<file path="config.mk">
export PLATFORM = sky130hd
export DESIGN_NAME = dfi_chan_mux
export DESIGN_NICKNAME = d
export VERILOG_FILES = /design/src/rtl/dfi_chan_mux.sv
export SDC_FILE = /design/constraint.sdc
export NUM_CORES = 1
export LEC_CHECK = 0
export ABC_AREA = 1
export CORE_AREA = 2 2 330 332
export CTS_CLUSTER_DIAMETER = 100
export DETAILED_ROUTE_END_ITERATION = 12
export DIE_AREA = 0 0 332 334
export GPL_ROUTABILITY_DRIVEN = 0
export PLACE_DENSITY = 0.49
export SLEW_MARGIN = 20
export SYNTH_ARGS = -nofsm -noshare
export SYNTH_HDL_FRONTEND = slang
export SYNTH_SLANG_ARGS = --single-unit
export TNS_END_PERCENT = 5
</file>
<file path="constraint.sdc">
create_clock -name clk -period 11.25 [get_ports clk]
set_input_delay 1.6875 -clock clk [delete_from_list [all_inputs] [get_ports clk]]
set_output_delay 1.6875 -clock clk [all_outputs]
set_load 0.01 [all_outputs]
</file>
<file path="src/rtl/dfi_chan_mux.sv">
// DFI channel multiplexer: per-channel one-entry command buffers, TDM or
// round-robin issue to a single PHY port, and tagged read-return fan-out.
module dfi_chan_mux #(
  parameter  int NUM_CHAN    = 2,
  parameter  int WORD_W      = 32,
  parameter  int NUM_WORDS   = 4,
  parameter  int BANK_W      = 2,
  parameter  int ADDR_W      = 14,
  parameter  int INIT_CYCLES = 16,
  localparam int CW          = $clog2(NUM_CHAN),
  localparam int DW          = NUM_WORDS * WORD_W
) (
  input  logic                       clk,
  input  logic                       reset_poweron_n,
  input  logic                       cfg__dfi__arb_mode,
  input  logic [NUM_CHAN-1:0]        mmc__dfi__cmd_valid,
  output logic [NUM_CHAN-1:0]        dfi__mmc__cmd_ready,
  input  logic [2*NUM_CHAN-1:0]      mmc__dfi__cmd,
  input  logic [BANK_W*NUM_CHAN-1:0] mmc__dfi__bank,
  input  logic [ADDR_W*NUM_CHAN-1:0] mmc__dfi__addr,
  input  logic [DW*NUM_CHAN-1:0]     mmc__dfi__data,
  output logic                       dfi__mmc__init_done,
  output logic                       dfi__phy__cs,
  output logic [1:0]                 dfi__phy__cmd,
  output logic [BANK_W-1:0]          dfi__phy__bank,
  output logic [ADDR_W-1:0]          dfi__phy__addr,
  output logic [DW-1:0]              dfi__phy__data,
  output logic [CW-1:0]              dfi__phy__chan,
  input  logic                       phy__dfi__valid,
  input  logic [CW-1:0]              phy__dfi__chan,
  input  logic [DW-1:0]              phy__dfi__data,
  output logic [NUM_CHAN-1:0]        dfi__mmc__valid,
  output logic [DW*NUM_CHAN-1:0]     dfi__mmc__data,
  output logic                       dfi__mmc__err
);

  localparam int CNT_W = $clog2(INIT_CYCLES + 1);

  typedef enum logic [1:0] {
    S_INIT,
    S_WAIT,
    S_RUN
  } state_t;

  state_t             state;
  state_t             state_nxt;
  logic [CNT_W-1:0]   cnt;
  logic               run;

  logic [NUM_CHAN-1:0] full;
  logic [NUM_CHAN-1:0] accept;
  logic [1:0]          b_cmd  [NUM_CHAN];
  logic [BANK_W-1:0]   b_bank [NUM_CHAN];
  logic [ADDR_W-1:0]   b_addr [NUM_CHAN];
  logic [DW-1:0]       b_data [NUM_CHAN];

  logic [CW-1:0] slot;
  logic [CW-1:0] rr;
  logic [CW-1:0] cand;
  logic [CW-1:0] gidx;
  logic          gnt;
  logic          ret_ok;

  always_ff @(posedge clk) begin
    if (!reset_poweron_n) begin
      state <= S_INIT;
      cnt   <= '0;
    end else begin
      state <= state_nxt;
      if (state == S_WAIT) cnt <= cnt + CNT_W'(1);
    end
  end

  // WAIT spends INIT_CYCLES+1 edges so RUN lands 17 edges after release
  always_comb begin
    state_nxt = state;
    unique case (state)
      S_INIT: state_nxt = S_WAIT;
      S_WAIT: if (cnt == CNT_W'(INIT_CYCLES)) state_nxt = S_RUN;
      S_RUN:  state_nxt = S_RUN;
      default: state_nxt = S_INIT;
    endcase
  end

  assign run                 = (state == S_RUN);
  assign dfi__mmc__init_done = run;
  assign dfi__mmc__cmd_ready = {NUM_CHAN{run}} & ~full;
  assign accept              = mmc__dfi__cmd_valid & dfi__mmc__cmd_ready;

  always_comb begin
    gnt  = 1'b0;
    gidx = '0;
    cand = '0;
    if (run) begin
      if (!cfg__dfi__arb_mode) begin
        if (full[slot]) begin
          gnt  = 1'b1;
          gidx = slot;
        end
      end else begin
        for (int i = 0; i < NUM_CHAN; i++) begin
          cand = rr + CW'(i);
          if (!gnt && full[cand]) begin
            gnt  = 1'b1;
            gidx = cand;
          end
        end
      end
    end
  end

  always_ff @(posedge clk) begin
    if (!reset_poweron_n) begin
      full <= '0;
      for (int c = 0; c < NUM_CHAN; c++) begin
        b_cmd[c]  <= '0;
        b_bank[c] <= '0;
        b_addr[c] <= '0;
        b_data[c] <= '0;
      end
    end else begin
      for (int c = 0; c < NUM_CHAN; c++) begin
        if (accept[c]) begin
          full[c]   <= 1'b1;
          b_cmd[c]  <= mmc__dfi__cmd[c*2 +: 2];
          b_bank[c] <= mmc__dfi__bank[c*BANK_W +: BANK_W];
          b_addr[c] <= mmc__dfi__addr[c*ADDR_W +: ADDR_W];
          b_data[c] <= mmc__dfi__data[c*DW +: DW];
        end else if (gnt && gidx == CW'(c)) begin
          full[c] <= 1'b0;
        end
      end
    end
  end

  always_ff @(posedge clk) begin
    if (!reset_poweron_n) begin
      slot           <= '0;
      rr             <= '0;
      dfi__phy__cs   <= 1'b0;
      dfi__phy__cmd  <= '0;
      dfi__phy__bank <= '0;
      dfi__phy__addr <= '0;
      dfi__phy__data <= '0;
      dfi__phy__chan <= '0;
    end else begin
      if (run) slot <= slot + CW'(1);
      if (gnt && cfg__dfi__arb_mode) rr <= gidx + CW'(1);
      dfi__phy__cs   <= gnt;
      dfi__phy__cmd  <= gnt ? b_cmd[gidx]  : '0;
      dfi__phy__bank <= gnt ? b_bank[gidx] : '0;
      dfi__phy__addr <= gnt ? b_addr[gidx] : '0;
      dfi__phy__data <= gnt ? b_data[gidx] : '0;
      dfi__phy__chan <= gnt ? gidx : '0;
    end
  end

  assign ret_ok = phy__dfi__valid && run &&
                  (int'(phy__dfi__chan) < NUM_CHAN);

  always_ff @(posedge clk) begin
    if (!reset_poweron_n) begin
      dfi__mmc__valid <= '0;
      dfi__mmc__data  <= '0;
      dfi__mmc__err   <= 1'b0;
    end else begin
      dfi__mmc__valid <= '0;
      if (ret_ok) begin
        dfi__mmc__valid[phy__dfi__chan]         <= 1'b1;
        dfi__mmc__data[phy__dfi__chan*DW +: DW] <= phy__dfi__data;
      end else if (phy__dfi__valid) begin
        dfi__mmc__err <= 1'b1;
      end
    end
  end

endmodule

</file>
Word-level counts from Yosys, hierarchy flattened
Memories as Yosys holds them, arrays and structs flattened. A register that Yosys moved wholly into a read port is not among the register bits.
Index checks and enable logic that the tools add are counted.
Operators by class
  reduce and logical (&&, ||, !) cells: 17
  bitwise gates (word level): 13
  eq/ne operators: 4
  add/subtract/negate cells: 5
  magnitude comparators: 5
  shift-type cells: 2
  muxes and demuxes: 42
Operators by type and width (number)
  $bwmux W256: 1
  $mux W128: 2
  $shift A128 B34 Y256 const A: 1
  $shiftx A128 B34 Y256: 1
  $neg A8 Y34: 1
  $mux W1: 30
  $mux W14: 2
  $mux W2: 5
  $lt A1 B2 Y1 const B: 4
  $or A1 B1 Y1: 8
  $logic_and A1 B1 Y1: 6
  $pmux W2 S3: 1
  $reduce_and A2 Y1: 3
  $add A5 B1 Y5 const B: 1
  $eq A5 B5 Y1 const B: 1
  $logic_not A1 Y1: 5
  $and A2 B2 Y2: 2
  $reduce_bool A2 Y1: 2
  $add A1 B1 Y1 const B: 3
  $eq A2 B1 Y1 const B: 1
  $eq A2 B2 Y1 const B: 1
  $logic_not A2 Y1: 1
  $ne A2 B1 Y1 const B: 1
  $not A1 Y1: 2
  3 further kinds: 3
Storage, ports and cells
  output and inout bits: 410
  memories: 4
  memory bits (writable): 292
  logic and storage cells: 103
  bits of input ports: 427
  flip-flop bits (word level): 272
Memory list
  b_data: depth 2, width 128, rd ports 1, clocked after Yosys merged registers in 1, write ports 2, RTL line 55  | logic [DW-1:0] b_data [NUM_CHAN];
  b_addr: depth 2, width 14, rd ports 1, clocked after Yosys merged registers in 1, write ports 2, RTL line 54  | logic [ADDR_W-1:0] b_addr [NUM_CHAN];
  b_bank: depth 2, width 2, rd ports 1, clocked after Yosys merged registers in 1, write ports 2, RTL line 53  | logic [BANK_W-1:0] b_bank [NUM_CHAN];
  b_cmd: depth 2, width 2, rd ports 1, clocked after Yosys merged registers in 1, write ports 2, RTL line 52  | logic [1:0] b_cmd [NUM_CHAN];

Depth between registers and ports, before layout
  depth in word-level cells: 14
  depth in mapped cells: 10
  depth with buffers taken out: 10

Worst setup path before layout
OpenSTA, ideal clock, no wires.
  kind: input-to-reg
  from: input reset_poweron_n
  to: memory b_addr[0][0], enable pin
  data required time: 10017 ps
  stages on the path: 3
  path buffers: 2
  data arrival time: 4509 ps
  setup time: 1233 ps
  slack: 5508 ps
  cells stage by stage: buf_2 > clkbuf_1 > nand2_1
RTL lines
  start, declared: RTL line 14  | input logic reset_poweron_n,
  end, declared: RTL line 54

Final worst setup path
  from: input cfg__dfi__arb_mode
  to: register dfi__phy__data[60], read port of b_data
On the way
  cells in the longest elaborated chain, start to end: 4
  elaborated cells on any way between the ends: 6
  classes of those cells: mux (4); reduce/logical (2)
Ends and longest elaborated chain
  start, declared: RTL line 15  | input logic cfg__dfi__arb_mode,
  $mux W1: RTL line 95  | if (!cfg__dfi__arb_mode) begin
  $mux W1: RTL line 94  | if (run) begin
  $reduce_and A2 Y1 (no line)
  $logic_not A1 Y1 (no line)
  end, declared: RTL line 27  | output logic [DW-1:0] dfi__phy__data,
Parallel ways exist; a longest one is shown, timed or not.
A chain may end at the register's enable or synchronous reset.

==> results_dict.tcl <==
set metrics [dict create \
    yosys_warnings 0 \
    place_ws_ns 5.91 \
    place.detailed.hpwl_um 71200 \
    worstMarginPinSlew_ns 1.07 \
    drtPass1Iterations 5 \
    ant_nets 0 \
    async_flop_share 0 \
    synth_ff_type "dfxtp_1" \
    critPathArrivalTime_ns 5.09 \
    clock_tree.root_cell "clkbuf_16" \
    htreeDepth 3 \
    max_freq_mhz 221 \
    p_switching_uw 1910 \
    fin_crit_ns 4.52 \
    wl_met3_um 8070 \
    hold_viol_final 0 \
    die_y_um 334 \
    seq_area_frac_synth 0.606 \
    wl_per_cell_um 19.9 \
    setup_ws_ns 6.73 \
    syn_area_sq_um 28300 \
    synth_edf_count 292 \
    initial_core_util 0.262 \
    clk-insertion-delay-late_ns 0.65 \
    core_sq_um 108000 \
    grt_overflow 0 \
    die_area_sq_um 111000 \
    syn_avg_cell_area_sq_um 10.3 \
    clockBufferDepth 3 \
    p_int_uw 5110 \
    cts_tree "yes" \
    post_cts_buffers 0 \
    cp_max_fo 95 \
    end_kind "register" \
    setup_viol 0 \
    drc 0 \
    vias 20700 \
    report.final.slew_viol_count 0 \
    fin_crit_sh 0.402 \
    ys_seq_elements 710 \
    clkPwrFrac 0.395 \
    clock_skew_ns 0.0312 \
    sw_frac_of_total 0.272 \
    vdd_ir_drop_max_mv 0.0961 \
    vias_per_cell 4.12 \
    cts_sinks 710 \
    drive_gt1_frac 0.122 \
    grt_pass1_vias 20400 \
    path_clk_slew_ns 0.06 \
    cap_viol_max_count 0 \
    grt_max_degree 102 \
    maxSlewHeadroom 0.286 \
    grt_use_total 0.174 \
    synthTopCellsByArea "edfxtp_1 31%, dfxtp_1 30%, nor2_4 11%, inv_1 5.8%, a21oi_1 5.0%" \
    syn-num-nets 3183 \
    p_total_uw 7020 \
    area_delta_synth_final_pct 42.4 \
    rsz0062_at_grt "no" \
    pwr-share-seq 0.441 \
    port_buffers 836 \
    met1Wirelength_um 39400 \
    antenna_found_initial 40 \
    chipWidth_um 332 \
    cts_resized 0 \
    wl_met2_um 49500 \
    critPathLaunchType "primary input" \
    top_layer "met5" \
    rows 121 \
    synth_top_area_share 0.310 \
    grt_pass1_wl_um 142000 \
    synthDistinctLibCells 24 \
    ctsHoldBuffers 0 \
    power-per-cell-area_nw_per_um2 174 \
    nNetsFinal 3958 \
    numCtsBuffers 82 \
    p_leak_uw 0.0153 \
    outcome "finished clean" \
    criticalPathCategory "in -> reg" \
    synthCells 2751 \
    routed_wl_um 99900 \
    tns_ns 0 \
    pwr-share-comb 0.164 \
    critPathRequiredTime_ns 11.82 \
    hp-class "reg -> reg" \
    synth_top_area_cell "edfxtp_1" \
    io_pins 837 \
    drtIter0Drc 901 \
]
==> critical path: stages <==
cell,delay [ns]
clkdlybuf4s50_1,0.56
nor2_1,0.06
nor2_1,0.30
nand2_8,0.43
inv_6,0.74
buf_4,0.80
nand2_1,0.12
a21oi_1,0.16
==> synthesized netlist by cell type, types with 6 or more instances <==
cell type,number
inv_1,434
dfxtp_1,418
nand2_1,314
edfxtp_1,292
a21oi_1,284
nor2_1,283
nor2_4,280
o21ai_0,256
clkbuf_1,90
buf_12,30
buf_2,25
buf_4,12
nand3_1,6
==> cells in the final DEF (no fill, tap or decap), types with 2 or more instances in the layout <==
cell,count
a21oi_1,284
clkbuf_1,22
ha_1,5
inv_1,433
inv_4,2
nand3_1,5
clkbuf_16,87
clkinv_2,8
clkbuf_8,18
o21ai_1,3
clkinv_1,5
diode_2,11
nor2_1,282
edfxtp_1,292
o21ai_0,256
buf_4,21
dfxtp_1,418
inv_16,3
clkdlybuf4s50_1,835
nand4_1,2
nor2_4,281
nand2_2,2
nand2_8,2
nand2_4,3
nand2_1,311
bufinv_16,4
==> metal layers <==
metal / up-vias / GRT usage
met5: - / 0
met3: 183 / 0.0619
met1: 9631 / 0.199
li1: 10200 / -
met2: 640 / 0.299
met4: 34 / 0.0613
==> flip-flops by register name (all words and copies together), names as in the netlist, 4 cells and up <==
signal and count:
b_addr 28, dfi__phy__data 128, b_data 256, b_bank 4, cnt 5, dfi__mmc__data 256, dfi__phy__addr 14, b_cmd 4
==> layout make-up <==
cell class                 count  area (sq um)
multi-input combinational   1438          8320
sequential                   710         17100
fill                       10900         67500
antenna                       11          27.5
clock inverter                24           300
inverter                     436          1640
tap                         1414          1770
clock buffer                 127          2510
timing repair buffer         858          8550
==> final timing paths <==
kind | depth (start not counted) | slack (ns) | start | end
worst min-delay path | 2 | 0.44 | dfi__mmc__data[167] | dfi__mmc__data[167]
worst min register to register | 2 | 0.44 | dfi__mmc__data[167] | dfi__mmc__data[167]
worst max-delay path | 8 | 6.73 | cfg__dfi__arb_mode | dfi__phy__data[60]
worst max register to register | 9 | 7.47 | state[0] | dfi__phy__data[60]
==> per-stage QoR <==
stage | hold WS [ns] | std cells | util | area, sq um
after floorplan | 0.423 | 2751 | - | 28300
after global placement | 0.432 | 4856 | 0.347 | 37400
after detailed placement | 0.435 | 4856 | 0.347 | 37400
after CTS | 0.444 | 5007 | 0.373 | 40200
after global routing | 0.461 | 5018 | 0.373 | 40300
final | 0.442 | 5018 | 0.373 | 40300
==> kinds of logic after synthesis <==
| kind of cell | count (synthesis) | share of synthesized area |
|---|---|---|
| simple gates | 889 | 0.193 |
| flops | 710 | 0.606 |
| buf+inv | 603 | 0.102 |
| compound gates | 543 | 0.0962 |
| fa+ha+maj | 5 | 0.00221 |
| xor+xnor | 1 | 0.000310 |
==> power groups by stage <==
| stage | sequential, uW | clock, uW | combinational (uW) |
|---|---|---|---|
| floorplan | 3190 | 0 | 649 |
| global placement | 3150 | 0 | 1170 |
| detailed placement | 3150 | 0 | 1170 |
| CTS | 3100 | 2850 | 1180 |
| global route | 3120 | 2950 | 1250 |
| finish | 3090 | 2770 | 1150 |
No activity file was read; power rests on OpenSTA's default activity.
